==> config.mk <==
export PLATFORM = sky130hd
export DESIGN_NAME = serial_subtractor_flat
export DESIGN_NICKNAME = d
export VERILOG_FILES = /design/src/rtl/serial_subtractor_if.sv /design/src/rtl/serial_subtractor.sv /design/src/flat_wrapper.sv
export SDC_FILE = /design/constraint.sdc
export NUM_CORES = 1
export LEC_CHECK = 0
export BUFFER_PORTS_ARGS = -buffer_cell sky130_fd_sc_hd__clkbuf_2
export CAP_MARGIN = 10
export CORE_MARGIN = 2
export CORE_UTILIZATION = 30
export DETAILED_ROUTE_END_ITERATION = 7
export GPL_TIMING_DRIVEN = 0
export PLACE_DENSITY = 0.51
export SKIP_LAST_GASP = 1
export SLEW_MARGIN = 20
export SYNTH_ARGS = -nofsm -noshare
export SYNTH_HDL_FRONTEND = slang
export SYNTH_SLANG_ARGS = --single-unit
==> constraint.sdc <==
create_clock -name clk -period 2.8 [get_ports clk]
set_clock_uncertainty 0.05 [all_clocks]
set_input_delay 0.14 -clock clk [delete_from_list [all_inputs] [get_ports clk]]
set_output_delay 0.14 -clock clk [all_outputs]
set_load 0.02 [all_outputs]
==> src/rtl/serial_subtractor_if.sv <==
// Handshake and operand/result bundle for the bit-serial subtractor.
// The requester drives start and operands; the subtractor returns status and result.
interface serial_subtractor_if #(
  parameter int WIDTH = 8
);
  logic             start;
  logic [WIDTH-1:0] a;
  logic [WIDTH-1:0] b;
  logic             bin;
  logic             ready;
  logic             done;
  logic [WIDTH-1:0] diff;
  logic             bout;

  modport master (
    output start, a, b, bin,
    input  ready, done, diff, bout
  );

  modport slave (
    input  start, a, b, bin,
    output ready, done, diff, bout
  );
endinterface

==> src/rtl/serial_subtractor.sv <==
// Bit-serial subtractor: diff = a - b - bin, one bit per clock, LSB first.
// State | meaning: IDLE = ready, waiting for start; RUN = one bit per edge; DONE = result valid for one cycle.
module serial_subtractor #(
  parameter int WIDTH = 8
) (
  input logic               clk,
  input logic               rst,
  serial_subtractor_if.slave bus
);
  localparam int CW = (WIDTH > 1) ? $clog2(WIDTH) : 1;

  typedef enum logic [1:0] {IDLE, RUN, DONE} state_t;

  state_t           r_state;
  logic [WIDTH-1:0] r_a;
  logic [WIDTH-1:0] r_b;
  logic [WIDTH-1:0] r_acc;
  logic [WIDTH-1:0] r_diff;
  logic             r_w;
  logic             r_bout;
  logic             r_ready;
  logic             r_done;
  logic [CW-1:0]    r_cnt;

  logic             w_ai;
  logic             w_bi;
  logic             w_d;
  logic             w_w_next;
  logic [WIDTH-1:0] w_acc_next;

  always_comb begin
    w_ai       = r_a[r_cnt];
    w_bi       = r_b[r_cnt];
    w_d        = w_ai ^ w_bi ^ r_w;
    w_w_next   = (~w_ai & w_bi) | (~(w_ai ^ w_bi) & r_w);
    w_acc_next = r_acc;
    w_acc_next[r_cnt] = w_d;
  end

  always_ff @(posedge clk or posedge rst) begin
    if (rst) begin
      r_state <= IDLE;
      r_a     <= '0;
      r_b     <= '0;
      r_acc   <= '0;
      r_diff  <= '0;
      r_w     <= 1'b0;
      r_bout  <= 1'b0;
      r_ready <= 1'b1;
      r_done  <= 1'b0;
      r_cnt   <= '0;
    end else begin
      case (r_state)
        IDLE: begin
          if (bus.start) begin
            r_a     <= bus.a;
            r_b     <= bus.b;
            r_w     <= bus.bin;
            r_acc   <= '0;
            r_cnt   <= '0;
            r_ready <= 1'b0;
            r_state <= RUN;
          end
        end
        RUN: begin
          r_acc <= w_acc_next;
          r_w   <= w_w_next;
          // Result registers change only here so no partial value is ever visible.
          if (r_cnt == CW'(WIDTH - 1)) begin
            r_diff  <= w_acc_next;
            r_bout  <= w_w_next;
            r_done  <= 1'b1;
            r_state <= DONE;
          end else begin
            r_cnt <= r_cnt + 1'b1;
          end
        end
        DONE: begin
          r_done  <= 1'b0;
          r_ready <= 1'b1;
          r_state <= IDLE;
        end
        default: begin
          r_done  <= 1'b0;
          r_ready <= 1'b1;
          r_state <= IDLE;
        end
      endcase
    end
  end

  assign bus.ready = r_ready;
  assign bus.done  = r_done;
  assign bus.diff  = r_diff;
  assign bus.bout  = r_bout;
endmodule

==> src/flat_wrapper.sv <==
// flat-port wrapper written by rule: the top's interface ports become plain ports
module serial_subtractor_flat 
#(
  parameter int WIDTH = 8
)
  (clk, rst, bus_start, bus_a, bus_b, bus_bin, bus_ready, bus_done, bus_diff, bus_bout);
  serial_subtractor_if #(.WIDTH(WIDTH)) bus_i ();
  input logic clk;
  input logic rst;
  input wire logic [$bits(bus_i.start)-1:0] bus_start;
  input wire logic [$bits(bus_i.a)-1:0] bus_a;
  input wire logic [$bits(bus_i.b)-1:0] bus_b;
  input wire logic [$bits(bus_i.bin)-1:0] bus_bin;
  output wire logic [$bits(bus_i.ready)-1:0] bus_ready;
  output wire logic [$bits(bus_i.done)-1:0] bus_done;
  output wire logic [$bits(bus_i.diff)-1:0] bus_diff;
  output wire logic [$bits(bus_i.bout)-1:0] bus_bout;
  assign bus_i.start = bus_start;
  assign bus_i.a = bus_a;
  assign bus_i.b = bus_b;
  assign bus_i.bin = bus_bin;
  assign bus_ready = bus_i.ready;
  assign bus_done = bus_i.done;
  assign bus_diff = bus_i.diff;
  assign bus_bout = bus_i.bout;
  serial_subtractor #(.WIDTH(WIDTH)) u_core (.clk(clk), .rst(rst), .bus(bus_i));
endmodule
After elaboration in Yosys (flattened, before gate mapping)

Cells that the tools add are included.

Eq/ne operators: 5
Order comparisons: 2
Add/sub/neg operators: 1
Multiplexer cells: 21
Bitwise logic cells: 9
Reductions and logical operators: 10

Operators with widths:

| cell                  | number |
|---|---|
| $pmux W8 S2           | 1 |
| $reduce_and A2 Y1     | 6 |
| $bwmux W8             | 1 |
| $mux W8               | 1 |
| $bmux W1 S3           | 2 |
| $mux W1               | 6 |
| $mux W3               | 2 |
| $pmux W1 S2           | 3 |
| $pmux W3 S2           | 1 |
| $lt A3 B4 Y1 const B  | 1 |
| $mux W2               | 2 |
| $ne A2 B2 Y1 const B  | 2 |
| $not A1 Y1            | 4 |
| $pmux W2 S2           | 1 |
| $add A3 B1 Y3 const B | 1 |
| $demux W1 S3          | 1 |
| $eq A3 B3 Y1 const B  | 1 |
| $ge A3 B1 Y1 const B  | 1 |
| $reduce_and A3 Y1     | 1 |
| $and A1 B1 Y1         | 2 |
| $eq A2 B1 Y1 const B  | 1 |
| $logic_not A2 Y1      | 1 |
| $ne A2 B1 Y1 const B  | 1 |
| $reduce_bool A2 Y1    | 1 |
| 3 further kinds       | 4 |

Bits in registers: 41
Word-level logic and storage cells: 58
Output and inout port bits: 11
Input port bits: 20

Logic depth before layout (Yosys ltp)

Gate-level depths: netlist (run 1).

Word-level depth: 7
Depth in mapped cells: 9
Gate-level depth less buffers: 7

Least setup slack after synthesis (run 1)

Ideal clock, no wire load.

Path kind: register to register
Start: register u_core.r_cnt[0]
End: register u_core.r_acc[0]
Slack: 444 ps
Arrival: 2220 ps
Required time: 2663 ps
Clock period less this slack: 2356 ps
Cell stages (with the launch flop): 10
Path buffers: 2
Library setup time: 87 ps
Cells stage by stage: dfrtp_1 buf_6 mux4_2 nand2_1 o21ai_0 fa_1 buf_2 and3b_1 nand2_1 o211ai_1

Longest elaborated chain between the ends: 6
Elaborated cells between the ends (all ways): 13
Those cells by class: order compare: 2; mux: 8; bitwise: 2; reduce/logical: 1

RTL lines:

| element                                                                 | line                                             | text |
|---|---|---|
| start: declaration                                                      | serial_subtractor.sv:23                          | `logic [CW-1:0] r_cnt;` |
| start signal: assignment                                                | serial_subtractor.sv:75                          | `r_cnt <= r_cnt + 1'b1;` |
| $lt A3 B4 Y1 (not written as such), or another cell as far along        | serial_subtractor.sv:37                          | `w_acc_next[r_cnt] = w_d;` |
| $logic_and A1 B1 Y1 (not written as such), or another cell as far along | serial_subtractor.sv:37                          |  |
| $mux W1 (not written as such) / $xor A1 B1 Y1 (equally long branches)   | serial_subtractor.sv:37, serial_subtractor.sv:34 |  |
| $demux W1 S3 / $xor A1 B1 Y1 (equally long branches)                    | -                                                |  |
| $bwmux W8 (*)                                                           | serial_subtractor.sv:37                          |  |
| $pmux W8 S2 (*)                                                         | serial_subtractor.sv:53                          | `case (r_state)` |
| end signal: assignment                                                  | serial_subtractor.sv:66                          | `r_acc <= w_acc_next;` |
| end: declaration                                                        | serial_subtractor.sv:17                          | `logic [WIDTH-1:0] r_acc;` |

Every way passes the cells marked *; elsewhere a longest branch is shown, timed or not. The select of a mux whose other input is x is not followed.
A chain may end at the register's enable or synchronous reset.

Worst setup path after layout (run 1)

Start: register u_core.r_cnt[0]
End: register u_core.r_acc[2]

The elaborated chain is that of the path after synthesis.

==> results by group, run 1 <==
Timing
  • Relative slew slack: 65.6%
  • Worst-Margin Slew: 515 ps
  • Fin crit period: 2590 ps
  • Post-route clock period utilization: 92.4%
  • Hold WS: 19.7 ps
  • Unrepaired setup endpoints after global routing: no
  • Setup-failing EPs final: 0
  • Count of pins over their slew limit: 0
  • Hold Fails Final Rpt: 0
  • Final WS setup: 212 ps
  • Setup TNS: 0 ps
  • Max Clk Rate: 0.386 GHz

Pwr
  • Flop pwr share: 34.5%
  • Clock power share: 16.9%
  • Leak: 1.07 nW
  • Max IR drop VDD: 0.536 mV
  • Power, Total: 2.99 mW
  • Combinational power share: 48.6%
  • Psw: 1.17 mW
  • Internal power: 1.82 mW
  • Net Sw Frac: 39.1%
  • Power per Cell Area: 1280 nW/um^2

Worst setup path
  • Startpoint Class: flop
  • Crit. End Element: flop
  • Worst Path Max Fanout: 10
  • Critical path arrival: 2750 ps
  • Worst setup path class: reg2reg
  • R2R depth: 9
  • Worst endpoint required time: 2960 ps

Global route
  • Largest net degree at the start of global routing: 26
  • Gr ovfl total: 0
  • Initial antenna violation count: 0
  • Vias in the first global route: 1363
  • Global-route wire length before repair: 6350 um
  • Gr usage total: 11.2%

Placement
  • Post-DP HPWL: 2630 um
  • Post-Place Cell Area: 2210 um^2
  • IO Port Bufs: 30
  • RD Place Congestion: 0.692
  • Setup WS pre-CTS: 158 ps
  • Dpl cells: 269

Cells and area
  • Fin util: 37.0%
  • Final Cell Area: 2340 um^2
  • Finished Layout Cells: 278
  • Layout filler cell count: 659
  • Multi-input logic area: 823 um^2
  • Share of cells above drive strength 1: 37.3%
  • Final #Nets: 223
  • N_diodes: 0
  • Register area: 1030 um^2
  • P&R area growth vs syn: 20.5%

Synth
  • Post-synthesis sequential area ratio: 53.0%
  • Syn avg cell area: 12.0 um^2
  • Synth top area cells: dfrtp_1 52%, mux2_2 9.9%, mux2i_1 4.6%, a21oi_1 3.4%, nand2_1 3.1%
  • Primary FF master, synth: dfrtp_1
  • Cell taking the most area after synthesis: dfrtp_1
  • Mapped Cells: 161
  • Post-Syn Area: 1940 um^2
  • Net Count, Synth: 184
  • Asr flop ratio synth: 100%
  • Number of synthesized flops with an enable pin: 0
  • Post-synth top area share: 51.6%
  • Synth unique cells: 29
  • Syn. warnings: 0
  • #FFs+latches synth: 41

Clock network
  • Htree depth: 2
  • Worst-path clk slew: 90 ps
  • Root Buffer: clkbuf_8
  • Total CTS buffers: 5
  • Clock Latency Late Sink: 290 ps
  • CTS tree: yes
  • Max Root-Sink Buffers: 2
  • Clock Sinks: 41

Floorplan
  • FP Rows: 29
  • Die Span Y: 84.4 um
  • IO Count: 31
  • Initial Util: 30.7%
  • Core Area: 6310 um^2
  • Die Area: 7120 um^2
  • Die width: 84.4 um

Run
  • Max Cap Viol: 0

Drt
  • Total wire length: 3730 um
  • Routed len/inst: 13.4 um
  • Drt drc: 0
  • First drt pass iteration count: 4
  • Routed via count: 1292
  • Vias per cell: 4.65
  • Post-route ant nets: 0
  • Starting DRT DRC Count: 49

Hold path
  • WHS Path Cells: 2
  • Worst min path class: in2reg

Status
  • Outcome: finished clean
synth_stat cells (all sizes together) (2+ instances only):
cell type,count
a21oi,13
a22o,2
and3b,2
buf,7
dfrtp,40
ha,2
inv,11
mux2,17
mux2i,9
mux4,4
nand2,16
nand3b,3
nor2,11
nor3b,4
o211ai,4
o21ai,4
o22ai,4
path summary, 6_finish.rpt:
path	startpoint	to	slack (ps)
max reg2reg	u_core.r_cnt[0]	u_core.r_acc[2]	210
min reg2reg	u_core.r_w	u_core.r_w	440
min	bus_b[0]	u_core.r_b[0]	20
max in group asynchronous	rst	u_core.r_acc[2]	1930
min in group asynchronous	rst	u_core.r_b[1]	300
max	u_core.r_cnt[0]	u_core.r_acc[2]	210
cells by family (layout without fill, tap and decap cells):
kind of cell	count (synthesis)	after routing	share of synthesized area, %
flops	41	41	53.0
buf+inv	18	58	4.58
compound gates	28	28	8.71
fa+ha+maj	3	3	2.32
simple gates	41	41	11.9
mux	30	30	19.5
power groups by stage:
stage | logic, mW | clock network, mW | registers [mW]
final | 1.45 | 0.504 | 1.03
after global routing | 1.62 | 0.553 | 1.08
after CTS | 1.47 | 0.525 | 1.04
after detailed placement | 1.47 | 0 | 1.05
after global placement | 1.46 | 0 | 1.04
after floorplan | 1.03 | 0 | 1.11
repair_timing:
action / CTS / global route
hold buffers: 1 / 0
setup buffers: 0 / 0
endpoints found under the setup margin: 0 / 2
endpoints found under the hold margin: 15 / 0
gates resized for setup: 0 / 1
registers in the layout (all words and copies together) (netlist names):
register,cells
u_core.bus.bout,1
u_core.r_b,8
u_core.r_state,2
u_core.bus.done,1
u_core.r_a,8
u_core.r_cnt,3
u_core.r_acc,8
u_core.r_w,1
u_core.bus.diff,8
u_core.bus.ready,1
final cells by class:
cell class	count	area share, %
timing repair buffer	32	7.71
clock buffer	6	3.53
inverter	11	1.77
sequential	41	44.0
clock inverter	2	1.61
tap	77	4.12
buffer	7	2.03
multi-input combinational	102	35.2
cell usage in the layout, fill, tap and decap left out, types with 3 or more instances in the layout:
master	count
buf_2	5
inv_1	9
o22ai_1	4
o21ai_0	4
clkbuf_8	6
mux2i_1	9
nand3b_1	3
nor2_1	11
nand2_1	16
a21oi_1	13
nor3b_2	3
dfrtp_1	39
o211ai_1	4
mux2_2	17
clkbuf_2	30
worst max-delay path, cell delays in order (launching register included):
cell and delay [ps]:
dfrtp_2 430, buf_6 170, mux4_2 510, nand2_1 70, o21ai_0 110, fa_1 510, buf_2 220, and3b_1 270
nand2_1 80, o211ai_1 80
routing by layer:
metal  vias up  part of all wire (%)  track usage, %
met5         -                     0               0
met2        33                    46            18.2
li1        642                     -               -
met1       612                    48            14.5
met3         5                   5.5            3.44
met4         0                  0.72            3.03
Note: power is estimated with default switching activity, not from simulation.
==> run 2: changes to the inputs <==
Settings changed: CAP_MARGIN 10 to 20, PLACE_DENSITY 0.51 to unset.
==> run 2 against run 1 <==
Clock power decreased by 27%; combinational power about the same; maximum frequency decreased by 1.5%; total power decreased by 4.0%; worst setup slack got worse by 41 ps; register-to-register slack got worse by 40 ps; largest power group unchanged.
==> results by group, run 2 (same netlist as run 1, synthesis figures left out) <==
Worst setup path
  • Critical path arrival: 2780 ps (+30 ps)
  • Crit. End Element: flop
  • R2R depth: 9 (unchanged)
  • Critical path buffers and inverters: 2 (unchanged)
  • Slowest CP cell: fa_1
  • Worst endpoint required time: 2960 ps (about the same)
  • Kind of cell adding the most delay to the critical path: adder cells
  • Most numerous cell on the critical path: nand2_1
  • Levels on crit path: 9 (unchanged)
  • Worst setup path class: reg2reg
  • Worst Path Max Fanout: 10 (unchanged)
  • Startpoint Class: flop
  • Worst-path cell chain: buf_6 -> mux4_2 -> nand2_1 -> o21ai_0 -> fa_1 -> buf_2 -> and3b_2 -> nand2_1 -> o211ai_1
  • Largest stage delay, worst path: 540 ps (+30 ps)

Cells and area
  • Finished Layout Cells: 278 (unchanged)
  • P&R area growth vs syn: 18.5%
  • Share of cells above drive strength 1: 36.3% (-1.0 points)
  • Final #Nets: 223 (unchanged)
  • Most frequent cells in the layout: 39 x dfrtp_1, 30 x clkbuf_2, 17 x mux2_2, 16 x nand2_1, 13 x a21oi_1
  • Most common cell after layout, fill and taps aside: dfrtp_1
  • N_diodes: 0 (unchanged)

Floorplan
  • Core Area: 6310 um^2 (unchanged)
  • Die width: 84.4 um (unchanged)
  • Die Area: 7120 um^2 (unchanged)
  • IO Count: 31 (unchanged)
  • Die Span Y: 84.4 um (unchanged)
  • Initial Util: 30.7% (unchanged)
  • FP Rows: 29 (unchanged)

Drt
  • First drt pass iteration count: 4 (unchanged)
  • Routed via count: 1314 (+1.7%)
  • Total wire length: 3750 um (+0.62%)
  • Post-route ant nets: 0 (unchanged)
  • Starting DRT DRC Count: 27 (-45%)
  • Drt drc: 0 (unchanged)
  • Routed len/inst: 13.5 um (+0.62%)
  • Vias per cell: 4.73 (+1.7%)

Placement
  • Dpl cells: 269 (unchanged)
  • Post-DP HPWL: 2720 um (+3.7%)
  • Setup WS pre-CTS: 96.6 ps (-61.2 ps)
  • RD Place Congestion: 0.737 (+6.5%)
  • IO Port Bufs: 30 (unchanged)

Hold path
  • WHS Path Cells: 2 (unchanged)
  • Worst min path class: in2reg

Timing
  • Fin crit period: 2630 ps (+40.5 ps)
  • Post-route clock period utilization: 93.9% (+1.4 points)
  • Setup TNS: 0 ps (unchanged)
  • Final WS setup: 171 ps (-40.5 ps)
  • Relative slew slack: 65.9% (+0.26 points)
  • Max Clk Rate: 0.380 GHz (-1.5%)
  • Setup-failing EPs final: 0 (unchanged)
  • Count of pins over their slew limit: 0 (unchanged)
  • Unrepaired setup endpoints after global routing: no
  • Hold Fails Final Rpt: 0 (unchanged)
  • Worst-Margin Slew: 511 ps (-3.86 ps)

Clock network
  • Total CTS buffers: 5 (unchanged)
  • Htree depth: 2 (unchanged)
  • CTS tree: yes
  • Clock Sinks: 41 (unchanged)
  • Worst-path clk slew: 70 ps (-20 ps)
  • Max Root-Sink Buffers: 2 (unchanged)
  • Clock Latency Late Sink: 290 ps (about the same)
  • Root Buffer: clkbuf_8

Pwr
  • Max IR drop VDD: 0.426 mV (-21%)
  • Leak: 1.05 nW (-1.7%)
  • Power per Cell Area: 1250 nW/um^2 (-2.4%)

Status
  • Outcome: finished clean

Global route
  • Gr usage total: 11.4% (+0.23 points)
  • Global-route wire length before repair: 6350 um (about the same)
  • Gr ovfl total: 0 (unchanged)
  • Largest net degree at the start of global routing: 27 (+3.8%)
  • Initial antenna violation count: 0 (unchanged)
  • Vias in the first global route: 1282 (-5.9%)

Run
  • Max Cap Viol: 0 (unchanged)
## run 2: cell types whose count changed in the layout (fill, tap and decap cells not counted), sizes merged
cell      delta
bufinv       -1
clkbuf       +2
clkinvlp     -1
## run 2: power by group
| group | total [mW] | internal (mW) | switching (mW) |
|---|---|---|---|
| Combinational | 1.45 | 0.664 | 0.790 |
| Sequential | 1.04 | 0.873 | 0.170 |
| Clock | 0.369 | 0.177 | 0.192 |
| Total | 2.87 | 1.71 | 1.15 |
## run 2: per-layer routing
layer	track usage (%)	share of wire, %	vias to the layer above
li1	-	-	639
met1	14.3	44	638
met2	18.6	48	30
met3	3.44	5.4	7
met4	4.33	1.9	0
met5	0	0	-
## run 2: through the flow
step                instance area [um^2]  total power [mW]  hold WS [ps]  utilization, %
detailed placement                  2210              2.53          66.6            34.9
finish                              2300              2.87          29.1            36.4
CTS                                 2300              2.92          18.5            36.4
global route                        2300              3.13          21.7            36.4
floorplan                           1940              2.13           242               -
global placement                    2190              2.49           325            34.6
## run 2: path summary, 6_finish.rpt
check / from / endpoint / slack [ps]
worst max-delay path: u_core.r_cnt[0] / u_core.r_acc[0] / 170
worst min-delay path: bus_a[7] / u_core.r_a[7] / 30
worst max register to register: u_core.r_cnt[0] / u_core.r_acc[0] / 170
min in group asynchronous: rst / u_core.bus.diff[7] / 300
worst min register to register: u_core.bus.bout / u_core.bus.bout / 430
max in group asynchronous: rst / u_core.bus.ready / 1880
## run 2: what timing repair did
item / in CTS / in global routing
endpoints found under the setup margin: 0 / 6
hold endpoints to repair: 15 / 0
gates resized for setup: 0 / 2
hold buffers: 1 / 0
buffers inserted: 0 / 0
## run 2: final cells by class
type	instances	area, um^2
buffer	7	47.5
clock buffer	8	80.1
fill	670	4020
inverter	11	41.3
multi-input combinational	102	825
sequential	41	1030
tap	77	96.3
timing repair buffer	32	180
